<file path="src/rtl/output_shifter_pkg.sv">
// Shared state encoding and defaults for the output-device shift-register driver.
// Optional idle refresh: define OUTPUT_SHIFTER_REFRESH_EN.
package output_shifter_pkg;

    typedef enum logic [1:0] {
        IDLE  = 2'd0,
        SHIFT = 2'd1,
        LATCH = 2'd2
    } state_t;

    localparam int DEF_WIDTH          = 32;
    localparam int DEF_CLK_DIV        = 2;
    localparam int DEF_REFRESH_CYCLES = 1000000;

    function automatic int cnt_w(input int n);
        return (n > 1) ? $clog2(n) : 1;
    endfunction

endpackage

</file>
<file path="src/rtl/shift_clk_div.sv">
// Prescaler for the serial clock: one-clock tick every CLK_DIV enabled clocks,
// restarted at each frame start.
module shift_clk_div
    import output_shifter_pkg::*;
#(
    parameter int CLK_DIV = DEF_CLK_DIV
) (
    input  logic clk,
    input  logic rst_n,
    input  logic clear,
    input  logic en,
    output logic tick
);

    localparam int DW = cnt_w(CLK_DIV);
    localparam logic [DW-1:0] LAST = DW'(CLK_DIV - 1);

    logic [DW-1:0] div_cnt;

    always_ff @(posedge clk or negedge rst_n) begin
        if (!rst_n) begin
            div_cnt <= '0;
        end else if (clear) begin
            div_cnt <= '0;
        end else if (en) begin
            div_cnt <= (div_cnt == LAST) ? '0 : div_cnt + 1'b1;
        end
    end

    assign tick = en && (div_cnt == LAST);

endmodule

</file>
<file path="src/rtl/output_device_shifter.sv">
// Serialises a device value onto a 74HC595-style chain on change or after reset.
// Optional forced resend after a long idle period: OUTPUT_SHIFTER_REFRESH_EN.
module output_device_shifter
    import output_shifter_pkg::*;
#(
    parameter int WIDTH          = DEF_WIDTH,
    parameter int CLK_DIV        = DEF_CLK_DIV,
    parameter int REFRESH_CYCLES = DEF_REFRESH_CYCLES
) (
    input  logic             clk,
    input  logic             rst_n,
    input  logic [WIDTH-1:0] value,
    output logic             sclk,
    output logic             sdata,
    output logic             latch,
    output logic             busy
);

    localparam int BW = cnt_w(WIDTH);

    state_t           state;
    logic [WIDTH-1:0] shadow;
    logic [WIDTH-1:0] shift_reg;
    logic [WIDTH-1:0] shifted;
    logic [BW-1:0]    bit_cnt;
    logic             pending;
    logic             start;
    logic             tick;
    logic             div_en;
    logic             refresh_hit;

    assign shifted = shift_reg << 1;
    assign start   = (state == IDLE) && (pending || (value != shadow));
    assign div_en  = (state != IDLE);

    shift_clk_div #(
        .CLK_DIV (CLK_DIV)
    ) u_div (
        .clk   (clk),
        .rst_n (rst_n),
        .clear (start),
        .en    (div_en),
        .tick  (tick)
    );

`ifdef OUTPUT_SHIFTER_REFRESH_EN
    localparam int RW = cnt_w(REFRESH_CYCLES);

    logic [RW-1:0] idle_cnt;

    always_ff @(posedge clk or negedge rst_n) begin
        if (!rst_n) begin
            idle_cnt <= '0;
        end else if (start) begin
            idle_cnt <= '0;
        end else if (state == IDLE && !refresh_hit) begin
            idle_cnt <= idle_cnt + 1'b1;
        end
    end

    assign refresh_hit = (state == IDLE) &&
                         (idle_cnt == RW'(REFRESH_CYCLES - 1));
`else
    // Without the idle timer the refresh period has no effect.
    assign refresh_hit = (REFRESH_CYCLES < 0);
`endif

    always_ff @(posedge clk or negedge rst_n) begin
        if (!rst_n) begin
            state     <= IDLE;
            shadow    <= '0;
            shift_reg <= '0;
            bit_cnt   <= '0;
            pending   <= 1'b1;
            sclk      <= 1'b0;
            sdata     <= 1'b0;
            latch     <= 1'b0;
            busy      <= 1'b0;
        end else begin
            unique case (state)
                IDLE: begin
                    if (start) begin
                        shadow    <= value;
                        shift_reg <= value;
                        pending   <= 1'b0;
                        bit_cnt   <= BW'(WIDTH - 1);
                        sclk      <= 1'b0;
                        sdata     <= value[WIDTH-1];
                        busy      <= 1'b1;
                        state     <= SHIFT;
                    end else if (refresh_hit) begin
                        pending <= 1'b1;
                    end
                end
                SHIFT: begin
                    if (tick) begin
                        if (!sclk) begin
                            sclk <= 1'b1;
                        end else if (bit_cnt == '0) begin
                            sclk  <= 1'b0;
                            latch <= 1'b1;
                            state <= LATCH;
                        end else begin
                            // Data only moves on the falling edge of sclk.
                            sclk      <= 1'b0;
                            shift_reg <= shifted;
                            sdata     <= shifted[WIDTH-1];
                            bit_cnt   <= bit_cnt - 1'b1;
                        end
                    end
                end
                LATCH: begin
                    if (tick) begin
                        latch <= 1'b0;
                        sdata <= 1'b0;
                        busy  <= 1'b0;
                        state <= IDLE;
                    end
                end
                default: state <= IDLE;
            endcase
        end
    end

endmodule

</file>
<file path="config.mk">
export PLATFORM = sky130hd
export DESIGN_NAME = output_device_shifter
export DESIGN_NICKNAME = d
export VERILOG_FILES = /design/src/rtl/output_shifter_pkg.sv /design/src/rtl/shift_clk_div.sv /design/src/rtl/output_device_shifter.sv
export SDC_FILE = /design/constraint.sdc
export NUM_CORES = 1
export LEC_CHECK = 0
export ABC_AREA = 1
export CAP_MARGIN = 20
export CORE_UTILIZATION = 47
export CTS_CLUSTER_SIZE = 40
export DETAILED_ROUTE_END_ITERATION = 10
export GPL_ROUTABILITY_DRIVEN = 0
export GPL_TIMING_DRIVEN = 0
export HOLD_SLACK_MARGIN = 0.12
export PLACE_DENSITY = 0.77
export SLEW_MARGIN = 20
export SYNTH_ARGS = -nofsm -noshare
export SYNTH_HDL_FRONTEND = slang
export SYNTH_SLANG_ARGS = --single-unit
</file>
<file path="constraint.sdc">
create_clock -name clk -period 4.95 [get_ports clk]
set_input_delay 0.7425 -clock clk [delete_from_list [all_inputs] [get_ports clk]]
set_output_delay 0.7425 -clock clk [all_outputs]
set_load 0.02 [all_outputs]
</file>
**Yosys cells after proc, flatten, opt, wreduce, memory -nomap -nowiden**

Index checks and enable logic that the tools add are counted.

- Flip-flop bits (word level): 76
- Input port bits: 34
- Output and inout bits: 4
- Word-level logic and storage cells: 74

- $add $sub $neg: 2
- Equality and inequality tests: 9
- Multiplexer cells: 35
- Reduce and logical (&&, ||, !) cells: 18

Operators with widths:

| operator | number |
|---|---|
| two-way mux 31 bit | 4 |
| case mux 31 bit (2 select lines) | 1 |
| != test 32 bit | 1 |
| two-way mux 5 bit | 4 |
| two-way mux 1 bit | 15 |
| AND reduction 5 bit | 3 |
| != test 2 bit, second input constant | 6 |
| two-way mux 2 bit | 5 |
| case mux 5 bit (2 select lines) | 1 |
| nonzero test 2 bit | 5 |
| case mux 1 bit (2 select lines) | 3 |
| case mux 2 bit (3 select lines) | 1 |
| AND reduction 3 bit | 2 |
| AND reduction 6 bit | 1 |
| zero test 5 bit | 1 |
| subtractor 5 x 1 -> 5 bit, second input constant | 1 |
| case mux 1 bit (3 select lines) | 1 |
| nonzero test 3 bit | 1 |
| equality test 2 x 1 -> 1 bit, second input constant | 1 |
| equality test 2 bit, second input constant | 1 |
| logical AND 1 bit | 2 |
| zero test 2 bit | 1 |
| AND reduction 2 bit | 1 |
| adder 1 bit, second input constant | 1 |
| logical OR 1 bit | 1 |

**Longest topological paths before layout**

Gate-level depths: netlist of the first run.

- Depth in word-level cells: 5
- Gate-level depth with buffers: 13
- Gate-level depth less buffers: 12

**By module**

Synthesis of the first run repeated with hierarchy kept, for this count alone.

- Cells, all modules: 578
- Area total of the unflattened synthesis: 4126.5 um^2

Modules (own cells, without submodules):

| module | times used | cells an instance | area an instance (um^2) | sequential area each (um^2) |
|---|---|---|---|---|
| output_device_shifter | 1 | 571 | 4076.4 | 1878.1 |
| shift_clk_div | 1 | 7 | 50.0 | 25.0 |

**Worst setup path after synthesis of the first run**

Ideal clock, no wire load.

- Path kind: in2reg
- Start point: input port value[7]
- End point: register shadow[19]
- Arrival: 1.777 ns
- Data required time: 4.823 ns
- Path slack: 3.046 ns
- Stages on the path: 10
- Buffers on the path: 1
- Cells stage by stage: inv_1 or2_1 nand2_1 nor2_1 nand3_1 nor2_1 nand2_2 nand2_4 buf_2 o21ai_0

- Cells in the longest elaborated chain, start to end: 4

RTL lines:

| element | RTL line | source |
|---|---|---|
| from (decl) | output_device_shifter.sv:12 | `input logic [WIDTH-1:0] value,` |
| != test 32 bit | output_device_shifter.sv:33 | `assign start = (state == IDLE) && (pending \|\| (value != shadow));` |
| logical OR 1 bit | output_device_shifter.sv:33 |  |
| logical AND 1 bit | output_device_shifter.sv:33 |  |
| AND reduction 2 bit (no source line) | - |  |
| to (signal assigned) | output_device_shifter.sv:83 | `shadow <= value;` |
| to (decl) | output_device_shifter.sv:22 | `logic [WIDTH-1:0] shadow;` |

No other way between the ends.
A chain may end at the register's enable or synchronous reset.

**Worst setup path in the final report of the first run**

- Start point: input port value[5]
- End point: register shadow[19]

Same word-level chain as after synthesis.

==> metrics.md, run 1 <==
| Metric | Value |
|---|---|
| Sequential-to-total area share from yosys stat | 46.12% |
| Status | finished clean |
| WS Path Type | in -> reg |
| Synth Register Bits | 76 |
| Fin cells | 727 |
| Fin crit share | 48.88% |
| Clk_skew | 0.008830 ns |
| Commonest non-fill, non-tap cell in the layout | nand2_1 |
| RSZ-0062 raised after global routing | no |
| Chip width | 95.70 µm |
| Critical Path RT | 5.19 ns |
| GRT overflow | 0 |
| Crit Path Max Fanout | 10 |
| VDD IR max | 0.0001292 V |
| Total Nets Final | 656 |
| Hpwl dp | 6756 µm |
| Synthesized cell area | 4126 µm² |
| Largest net degree at the start of global routing | 45 |
| Die area | 9158 µm² |
| Initial DRC count | 245 |
| Syn avg cell area | 7.265 µm² |
| Cell count after placement | 711 |
| Clock sink count | 76 |
| CP Capture Type | register |
| Pre-Repair DR Iteration Count | 5 |
| P&R area growth vs syn | 17.13% |
| Syn Inst Count | 568 |
| Vias in the first global route | 3,447 |
| # diodes | 0 |
| Clk_lat worst skew | 0.36 ns |
| Num ports | 38 |
| Residual DRC | 0 |
| Final setup viols | 0 |
| Critical Path Start Type | input port |
| Final worst setup slack | 2.530 ns |
| WL/cell | 12.91 µm |
| Worst-Margin Slew | 0.5781 ns |
| Final WL | 9383 µm |
| FMAX | 0.4133 GHz |
| Setup tns final | 0 ns |
| Share of cells above drive strength 1 | 8.682% |
| Via density | 5.136 |
| Initial Util | 49.47% |
| Leakage | 2.601 nW |
| Buffer levels on the longest clock path | 2 |
| Max-cap violation count | 0 |
| Crit path time final | 2.420 ns |
| Syn nets | 607 |
| Layout fillers | 776 |
| Initial antenna violation count | 0 |
| Place WS | 2.130 ns |
| Worst-path clk slew | 0.08 ns |
| H-tree depth | 3 |
| Core area | 8341 µm² |
| CTS tree | yes |
| Worst hold path type | in -> async |
| Max reg flops | 32 |
| Final hold vios | 0 |
| Warnings from Yosys | 0 |
| Total number of vias | 3,734 |
| Post-route ant nets | 0 |
| Relative slew slack | 61.46% |
| Hold_buf cts | 0 |
| Die H | 95.70 µm |
| First-pass GRT wire length | 15,890 µm |
| GRT Resource Usage Total | 22.83% |
| Pwr dens | 254.4 nW/µm² |
| Commonest non-fill, non-tap cells in the layout | nand2_1, dfrtp_1, inv_1 |
| Cts repair resizes | 0 |
| Synth cell types | 27 |
| Max-slew violations | 0 |
| PortBufs | 37 |
| CTS Buf Count | 9 |
| Root buffer cell | clkbuf_8 |
| Site row count | 33 |
| Number of setup buffers added after CTS | 0 |
| Critical path arrival | 2.66 ns |
[layer usage]
layer	part of all wire, %	up-vias	GRT usage [%]	wire (µm)
met5	0	-	0	0
met3	4.3	16	3.791	400
li1	-	1856	-	-
met1	45	1775	29.84	4244
met2	49	87	37.92	4580
met4	1.7	0	8.955	157
[area by class of cell]
cell class | count | area, µm² | share of cell area (%)
plain buffers | 25 | 148.9 | 3.081
clock buffers | 12 | 165.2 | 3.417
flip-flops and latches | 76 | 1903 | 39.37
inverters | 70 | 262.8 | 5.436
multi-input cells | 397 | 1812 | 37.48
repair buffers | 38 | 387.9 | 8.025
well taps | 105 | 131.4 | 2.718
clock inverters | 4 | 22.52 | 0.4660
[metrics by stage]
step | cell area, µm² | utilization (%) | power (W) | hold WS [ns]
2_1_floorplan | 4126 | - | 0.0007271 | 0.4238
3_3_place_gp | 4628 | 55.49 | 0.0007840 | 0.4318
3_5_place_dp | 4646 | 55.70 | 0.0007896 | 0.4341
4_1_cts | 4833 | 57.95 | 0.001241 | 0.3950
5_1_grt | 4833 | 57.95 | 0.001294 | 0.4150
6_report | 4833 | 57.95 | 0.001230 | 0.3676
[path summary, 6_finish.rpt]
path                                       from                         to  slack (ns)  cells past startpoint
min reg2reg                 pending$_DFFE_PN1P_        pending$_DFFE_PN1P_        0.44                      2
max                                    value[5]     shadow[19]$_DFFE_PN0P_        2.53                     11
max reg2reg                state[1]$_DFFE_PN0P_  shift_reg[19]$_DFFE_PN0P_        2.85                      9
max in group asynchronous                 rst_n        pending$_DFFE_PN1P_        3.92                      2
min in group clk            pending$_DFFE_PN1P_        pending$_DFFE_PN1P_        0.44                      2
min                                       rst_n      shadow[8]$_DFFE_PN0P_        0.37                      1
[cells by family after synthesis]
kind of cell | count (synthesis) | synth area share [%]
AND/OR/NAND/NOR | 303 | 30.81
flip-flops | 76 | 46.12
AO/OA/AOI/OAI | 81 | 9.885
adder cells (fa/ha/maj) | 5 | 1.516
buffers and inverters | 95 | 9.975
XOR/XNOR | 8 | 1.698
[critical path: stages]
cell and delay [ns]:
clkdlybuf4s50_1 0.48, inv_1 0.07, nand2_1 0.08, nand2_1 0.06
nor2_1 0.09, nand3_1 0.11, nor2_1 0.38, nand2_2 0.15
nand2_4 0.15, buf_2 0.24, o21ai_0 0.11
[cells in the mapped netlist (all sizes together)]
master	number	area share [%]
nand3	47	6.0
a21oi	4	0.49
buf	18	2.9
o21ai	75	9.1
inv	70	6.4
xnor2	6	1.3
dfstp	1	0.64
nor2	29	3.0
or2	1	0.15
xor2	2	0.42
nand2	225	21
o22ai	2	0.30
dfrtp	75	45
and2	1	0.15
ha	5	1.5
clkbuf	7	0.67
[power by group]
| part | internal [W] | switching (W) |
|---|---|---|
| Clock | 0.000221 | 0.000233 |
| Sequential | 0.000643 | 0.0000150 |
| Combinational | 0.0000560 | 0.0000627 |
Note: power is estimated with default switching activity, not from simulation.
==> run 2, diff against run 1 <==
==> constraint.sdc (replaced) <==
create_clock -name clk -period 2.27 [get_ports clk]
set_input_delay 0.3405 -clock clk [delete_from_list [all_inputs] [get_ports clk]]
set_output_delay 0.3405 -clock clk [all_outputs]
set_load 0.02 [all_outputs]
==> run 2 against run 1 <==
Die area did not move; non-clock buffer count rose by 3; critical path depth fell by 3; via count rose by 0.59%; count of clock-buffer cells in the layout did not move; first-iteration DRC count fell by 4.1%; sequential share of layout area fell by 0.21 points; sequential power rose by 120%; core utilization rose by 0.31 points; flip-flop and latch count did not move; global-route usage did not move; combinational power rose by 120%; highest routed layer unchanged.
==> metrics.md, run 2 (synthesized netlist as in run 1, its figures left out) <==
| Metric | Value |
|---|---|
| Hpwl dp | 6756 µm |
| Initial Util | 49.47% |
| Total Nets Final | 659 |
| Vias in the first global route | 3,447 |
| Initial antenna violation count | 0 |
| R2R setup slack | 0.19 ns |
| Gate power share | 9.7% |
| WL/cell | 12.92 µm |
| Max reg flops | 32 |
| Share of cells above drive strength 1 | 9.120% |
| Clock sink count | 76 |
| Post-route ant nets | 0 |
| Critical Path Start Type | register |
| Register area | 1903 µm² |
| Critical Path RT | 2.52 ns |
| Residual DRC | 0 |
| RSZ-0062 raised after global routing | no |
| Site row count | 33 |
| Status | finished clean |
| Num ports | 38 |
| Leakage | 2.615 nW |
| FMAX | 0.4798 GHz |
| Layout fillers | 776 |
| # diodes | 0 |
| Clk_lat worst skew | 0.36 ns |
| Crit path time final | 2.084 ns |
| Total number of vias | 3,756 |
| CTS Buf Count | 9 |
| Crit Path Max Fanout | 10 |
| Die area | 9158 µm² |
| Relative slew slack | 61.39% |
| Pre-Repair DR Iteration Count | 5 |
| Sw Ratio | 25.19% |
| CP Capture Type | register |
| Sw power | 0.0006754 W |
| VDD IR max | 0.0002809 V |
| Flop pwr share | 53.5% |
| P&R area growth vs syn | 17.77% |
| WS Path Type | reg -> reg |
| CTS tree | yes |
| PortBufs | 37 |
| Clk_skew | 0.009688 ns |
| Die H | 95.70 µm |
| Via density | 5.145 |
| Worst-path clk slew | 0.08 ns |
| Setup tns final | 0 ns |
| Fin crit share | 91.82% |
| Int Pwr | 0.002006 W |
| Initial DRC count | 235 |
| Commonest non-fill, non-tap cell in the layout | nand2_1 |
| Multi-input logic area | 1812 µm² |
| First-pass GRT wire length | 15,890 µm |
| Buffer levels on the longest clock path | 2 |
| Core area | 8341 µm² |
| Chip width | 95.70 µm |
| Clock power share | 36.8% |
| GRT Resource Usage Total | 22.83% |
| Max-cap violation count | 0 |
| Root buffer cell | clkbuf_8 |
| GRT overflow | 0 |
| Worst hold path type | reg -> reg |
| Final hold vios | 0 |
| Pwr dens | 551.7 nW/µm² |
| H-tree depth | 3 |
| Final setup viols | 0 |
| Final WL | 9431 µm |
| Critical path arrival | 2.33 ns |
| Pwr Total | 0.002681 W |
| Max-slew violations | 0 |
| Commonest non-fill, non-tap cells in the layout | nand2_1, dfrtp_1, inv_1 |
| Worst-Margin Slew | 0.5791 ns |
| Largest net degree at the start of global routing | 45 |
==> run 2: changes by cell type in the layout (fill, tap and decap cells not counted) <==
| cell | before | now |
|---|---|---|
| buf_4 | 5 | 7 |
| clkbuf_1 | 6 | 5 |
| clkbuf_2 | 1 | 2 |
| dlygate4sd3_1 | 0 | 1 |
==> run 2: final timing paths <==
path	from	end	cells after the start
setup / recovery	state[1]$_DFFE_PN0P_	shift_reg[26]$_DFFE_PN0P_	8
hold / removal	pending$_DFFE_PN1P_	pending$_DFFE_PN1P_	2
setup reg to reg	state[1]$_DFFE_PN0P_	shift_reg[26]$_DFFE_PN0P_	8
hold reg to reg	pending$_DFFE_PN1P_	pending$_DFFE_PN1P_	2
max in group asynchronous	rst_n	pending$_DFFE_PN1P_	3
min in group asynchronous	rst_n	shadow[8]$_DFFE_PN0P_	2
==> run 2: per-stage QoR <==
step | worst slack, ns | cells | cell area [µm²] | hold slack, ns | util, %
after floorplan | 0.4966 | 568 | 4126 | 0.04491 | -
after global placement | -1.861 | 710 | 4628 | 0.4318 | 55.49
after detailed placement | -0.1483 | 711 | 4646 | 0.3783 | 55.70
after CTS | 0.1774 | 728 | 4843 | 0.4461 | 58.07
after global routing | 0.004056 | 730 | 4860 | 0.4692 | 58.27
final | 0.1856 | 730 | 4860 | 0.4453 | 58.27
==> run 2: final cells by class <==
| type | count | share of cell area [%] |
|---|---|---|
| plain buffers | 25 | 3.090 |
| clock buffers | 12 | 3.399 |
| clock inverters | 4 | 0.4634 |
| inverters | 70 | 5.407 |
| multi-input cells | 397 | 37.28 |
| flip-flops and latches | 76 | 39.16 |
| well taps | 105 | 2.703 |
| repair buffers | 41 | 8.496 |
==> run 2: routing by layer <==
layer	global-route usage, %	vias to the layer above	wire [µm]
met1	29.84	1802	4281
met2	37.92	79	4639
met3	3.791	12	363
li1	-	1863	-
met4	8.955	0	147
met5	0	-	0
==> run 2: power by group through the flow <==
stage          clock network (W)  logic [W]  registers, W
5_1_grt                  0.00108   0.000300       0.00144
4_1_cts                  0.00101   0.000265       0.00143
3_3_place_gp                   0   0.000252       0.00146
6_report                0.000987   0.000260       0.00143
2_1_floorplan                  0   0.000131       0.00145
3_5_place_dp                   0   0.000262       0.00146
==> run 2: worst max-delay path: stages, from the launching register on <==
cell and delay [ns]:
dfrtp_1 0.40, inv_1 0.09, ha_1 0.14, clkbuf_2 0.18, clkbuf_1 0.42, clkbuf_1 0.42
o21ai_0 0.16, nand3_1 0.10, nand2_1 0.07
==> run 2: what timing repair did <==
action,in CTS,in global routing
hold endpoints to repair,43,0
resized for setup,0,2
setup buffers,0,2
endpoints found under the setup margin,0,2
hold buffers,1,0
==> RTL change 1, RTL diff (settings of run 1) <==
The option `OUTPUT_SHIFTER_REFRESH_EN` is turned on by a define.
--- a/src/rtl/output_device_shifter.sv
+++ b/src/rtl/output_device_shifter.sv
@@ -1,5 +1,7 @@
 // Serialises a device value onto a 74HC595-style chain on change or after reset.
 // Optional forced resend after a long idle period: OUTPUT_SHIFTER_REFRESH_EN.
+`define OUTPUT_SHIFTER_REFRESH_EN
+
 module output_device_shifter
     import output_shifter_pkg::*;
 #(
Formal check against the unedited RTL: no difference found for any inputs over 10 cycles, from zero or initial values and one cycle with rst_n low; that may be too few to reach the edited logic, so the function may still have changed.
==> RTL change 1 against run 1 <==
Clock power increased by 51%. Power increased by 35%. Area after synthesis increased by 40%. Design area increased by 38%. Sequential cell count increased by 20. Routed wire length increased by 50%. Worst setup slack got worse by 0.18 ns. Register-to-register slack got worse by 0.11 ns.
==> RTL change 1: results (changes against run 1) <==
top layer in use = met4
Port Buffers = 37 (unchanged)
Mapped Nets = 875 (+44%)
met2 wire len = 6182 µm (+35%)
via count = 5342 (+43%)
H-tree Lvls = 3 (unchanged)
Area contributors post-synth = dfrtp_1 41%, nand2_1 20%, inv_1 6.6%, o21ai_0 6.1%, nand3_1 5.5%
worst-path fanout max = 10 (unchanged)
Reg2Reg Setup Slack = 2.74 ns (-0.11 ns)
synth warn = 0 (unchanged)
Clock Skew = 0.007794 ns (-0.001036 ns)
dpl cells = 1020 (+43%)
Peak supply drop = 0.1850 mV (+43%)
initial antenna violation count = 0 (unchanged)
fraction of layout cells with a size suffix above 1 = 6.862% (-1.8 points)
routing usage on met2 = 36.09% (-1.8 points)
CTS root buf = clkbuf_16
met1 Usage GRT = 34.20% (+4.4 points)
# diodes = 0 (unchanged)
CP max stage delay = 0.45 ns (-0.03 ns)
Leak = 0.003546 µW (+36%)
vias in the first global route = 4987 (+45%)
Fill cells = 1119 (+44%)
internal power = 1252 µW (+36%)
gr usage total = 23.88% (+1.1 points)
Post CTS Setup Buffer Count = 0 (unchanged)
1st-pass router iterations = 5 (unchanged)
TritonCTS buffer count = 9 (unchanged)
clock latency at the later pin of the worst-skew pair = 0.35 ns
most instantiated cells after synthesis = 314 x nand2_1, 102 x inv_1, 95 x dfrtp_1
dpl hpwl = 10630 µm (+57%)
reg-to-reg critical path startpoint = state[1]$_DFFE_PN0P_
CP arrival = 2.84 ns (+0.18 ns)
Clock transition at path regs = 0.06 ns (-0.02 ns)
Nets = 924 (+41%)
sequential element share of the synthesized area = 41.58% (-4.5 points)
CP endpoint = shift_reg[19]$_DFFE_PN0P_
Worst setup startpoint = value[14]
endpoints failing setup = 0 (unchanged)
met3 WL post-DR = 788 µm (+97%)
post-synthesis cell type count = 39 (+44%)
status = finished, final reports clean
post_cts resized = 0 (unchanged)
final wirelength = 14080 µm (+50%)
WL met1 = 6819 µm (+61%)
Initial DRC Count = 420 (+71%)
max_slew headroom = 56.06% (-5.4 points)
Largest register FFs = 32 (unchanged)
Hold Path Class = primary input to asynchronous set/reset pin
Synth Instances = 835 (+47%)
slowest CP cell = clkdlybuf4s50_1
R2R cell count = 8 (-1)
largest net degree at the start of global routing = 69 (+53%)
global-route wire length before repair = 24020 µm (+51%)
Via density = 5.156 (+0.39%)
met3 GRT Util = 3.696% (-0.096 points)
[RTL change 1: cell types whose count changed in the layout (fill, tap and decap cells not counted), sizes merged, moves of 5 or more]
cell / change
nor3: +7
nand4: +24
clkbuf: +5
inv: +36
dfrtp: +20
nand3: +27
nor2: +44
nand2: +93
[RTL change 1: metrics by stage]
stage | setup slack [ns] | cell area [µm²]
after global placement | -0.5446 | 6335
after detailed placement | 2.047 | 6364
final | 2.349 | 6659
after CTS | 2.408 | 6659
after floorplan | 3.044 | 5781
after global routing | 2.225 | 6659
[RTL change 1: how the worst min path moves through the flow]
stage                     slack (ns)                   endpoint
after floorplan                 0.44  shift_reg[28]$_DFFE_PN0P_
after global placement          0.45  shift_reg[25]$_DFFE_PN0P_
after detailed placement        0.46  shift_reg[28]$_DFFE_PN0P_
after CTS                       0.26   idle_cnt[11]$_DFFE_PN0P_
after global routing            0.28   idle_cnt[11]$_DFFE_PN0P_
final                           0.26   idle_cnt[11]$_DFFE_PN0P_
[RTL change 1: kinds of logic after synthesis]
group | share of synthesized area (%)
buffers and inverters | 10.61
and+or+nand+nor | 37.68
adders and majority gates | 1.299
xor gates and xnor gates | 1.667
AOI/OAI and AO/OA | 7.165
DFF | 41.58
[RTL change 1: power groups by stage]
stage | combinational [µW] | sequential (µW) | clock, µW
after global placement | 143 | 837 | 0
after CTS | 148 | 822 | 700
final | 148 | 823 | 686
after detailed placement | 148 | 837 | 0
after global routing | 169 | 825 | 727
after floorplan | 75.6 | 834 | 0
[RTL change 1: area by class of cell]
class                   count  area share, %
repair buffers             38          5.994
plain buffers              31          3.082
multi-input cells         600          41.51
clock inverters             3         0.3758
inverters                 108          6.126
well taps                 147          2.762
clock buffers              13          4.059
flip-flops and latches     96          36.10
==> RTL change 2, RTL diff (settings of run 1) <==
Without the edit above. Encoding of `state_t`: now one-hot (3 bits for 3 states).
--- a/src/rtl/output_shifter_pkg.sv
+++ b/src/rtl/output_shifter_pkg.sv
@@ -2,10 +2,10 @@
 // Optional idle refresh: define OUTPUT_SHIFTER_REFRESH_EN.
 package output_shifter_pkg;
 
-    typedef enum logic [1:0] {
-        IDLE  = 2'd0,
-        SHIFT = 2'd1,
-        LATCH = 2'd2
+    typedef enum logic [2:0] {
+        IDLE  = 3'b001,
+        SHIFT = 3'b010,
+        LATCH = 3'b100
     } state_t;
 
     localparam int DEF_WIDTH          = 32;
Behaviour: no difference found for any inputs over 10 cycles, from zero or initial values and one cycle with rst_n low; not proved beyond that.
==> RTL change 2 against run 1 <==
Sequential cell count grew 1. Sequential power grew 0.9%. Fmax shrank 1.9%. Critical path depth grew 3. Power grew 8.0%. Design area grew 0.80%. Routed wire length grew 1.8%. Via count grew 0.75%. Register-to-register slack gained 0.16 ns. Area after synthesis shrank 0.18%. Global-route usage grew 0.40 points. Synthesized cell count is the same. Worst setup slack lost 0.047 ns. Critical path type unchanged. Largest cell class unchanged. Largest power group unchanged. Highest routed layer unchanged.
==> RTL change 2: results (changes against run 1) <==
post-synthesis cell type count = 30 (+11%)
gr usage total = 23.22% (+0.40 points)
dpl hpwl = 6853 µm (+1.4%)
status = finished, final reports clean
most instantiated cells after synthesis = 249 x nand2_1, 75 x dfrtp_1, 55 x inv_1
R2R cell count = 10 (+1)
net switching power figure = 309.9 µW (-0.16%)
Nets = 653 (-0.46%)
via count = 3762 (+0.75%)
sequential element share of the synthesized area = 46.84% (+0.72 points)
Initial DRC Count = 285 (+16%)
Crit Reg-Reg Endpoint = shift_reg[15]$_DFFE_PN0P_
CP endpoint = shift_reg[14]$_DFFE_PN0P_
Reg2Reg Setup Slack = 3.01 ns (+0.16 ns)
WHS = 0.2837 ns (-0.08383 ns)
WL met1 = 4578 µm (+7.9%)
met1 Usage GRT = 33.28% (+3.4 points)
CP max stage delay = 0.54 ns (+0.06 ns)
Worst setup startpoint = value[20]
met3 WL post-DR = 546 µm (+37%)
vias in the first global route = 3389 (-1.7%)
Peak supply drop = 0.1154 mV (-11%)
WL per Instance = 13.14 µm (+1.8%)
Tcrit/Tclk final = 49.83% (+0.95 points)
reg-to-reg critical path startpoint = state[0]$_DFFE_PN1P_
Leak = 0.002587 µW (-0.54%)
routing usage on met2 = 35.60% (-2.3 points)
met3 GRT Util = 3.509% (-0.28 points)
internal power = 1019 µW (+11%)
Area contributors post-synth = dfrtp_1 46%, nand2_1 23%, nand3_1 6.0%, inv_1 5.0%, o21ai_0 4.1%
RTL change 2: cell count changes after synthesis, moves of 4 or more:
cell,run 1,this run
nand2_1,212,249
nand2_2,11,1
o21a_1,0,5
buf_6,2,8
nor3_1,0,4
inv_1,69,55
o21ai_1,16,12
o21ai_0,59,34
RTL change 2: layout make-up:
| cell class | count | area, µm² |
|---|---|---|
| Sequential cell | 77 | 1929 |
| Clock inverter | 3 | 67.56 |
| Multi-Input combinational cell | 407 | 1788 |
| Fill cell | 757 | 3468 |
| Tap cell | 105 | 131.4 |
| Inverter | 58 | 217.7 |
| Timing Repair Buffer | 38 | 395.4 |
| Clock buffer | 13 | 158.9 |
| Buffer | 26 | 183.9 |
RTL change 2: kinds of logic (layout without fill, tap and decap cells):
kind of cell    after synthesis  count (layout)  share of synthesized area, %
simple gates                338             338                         33.54
buf+inv                      84             138                         9.751
flops                        77              77                         46.84
compound gates               61              61                         7.989
xor+xnor                      6               6                         1.276
fa+ha+maj                     2               2                        0.6074
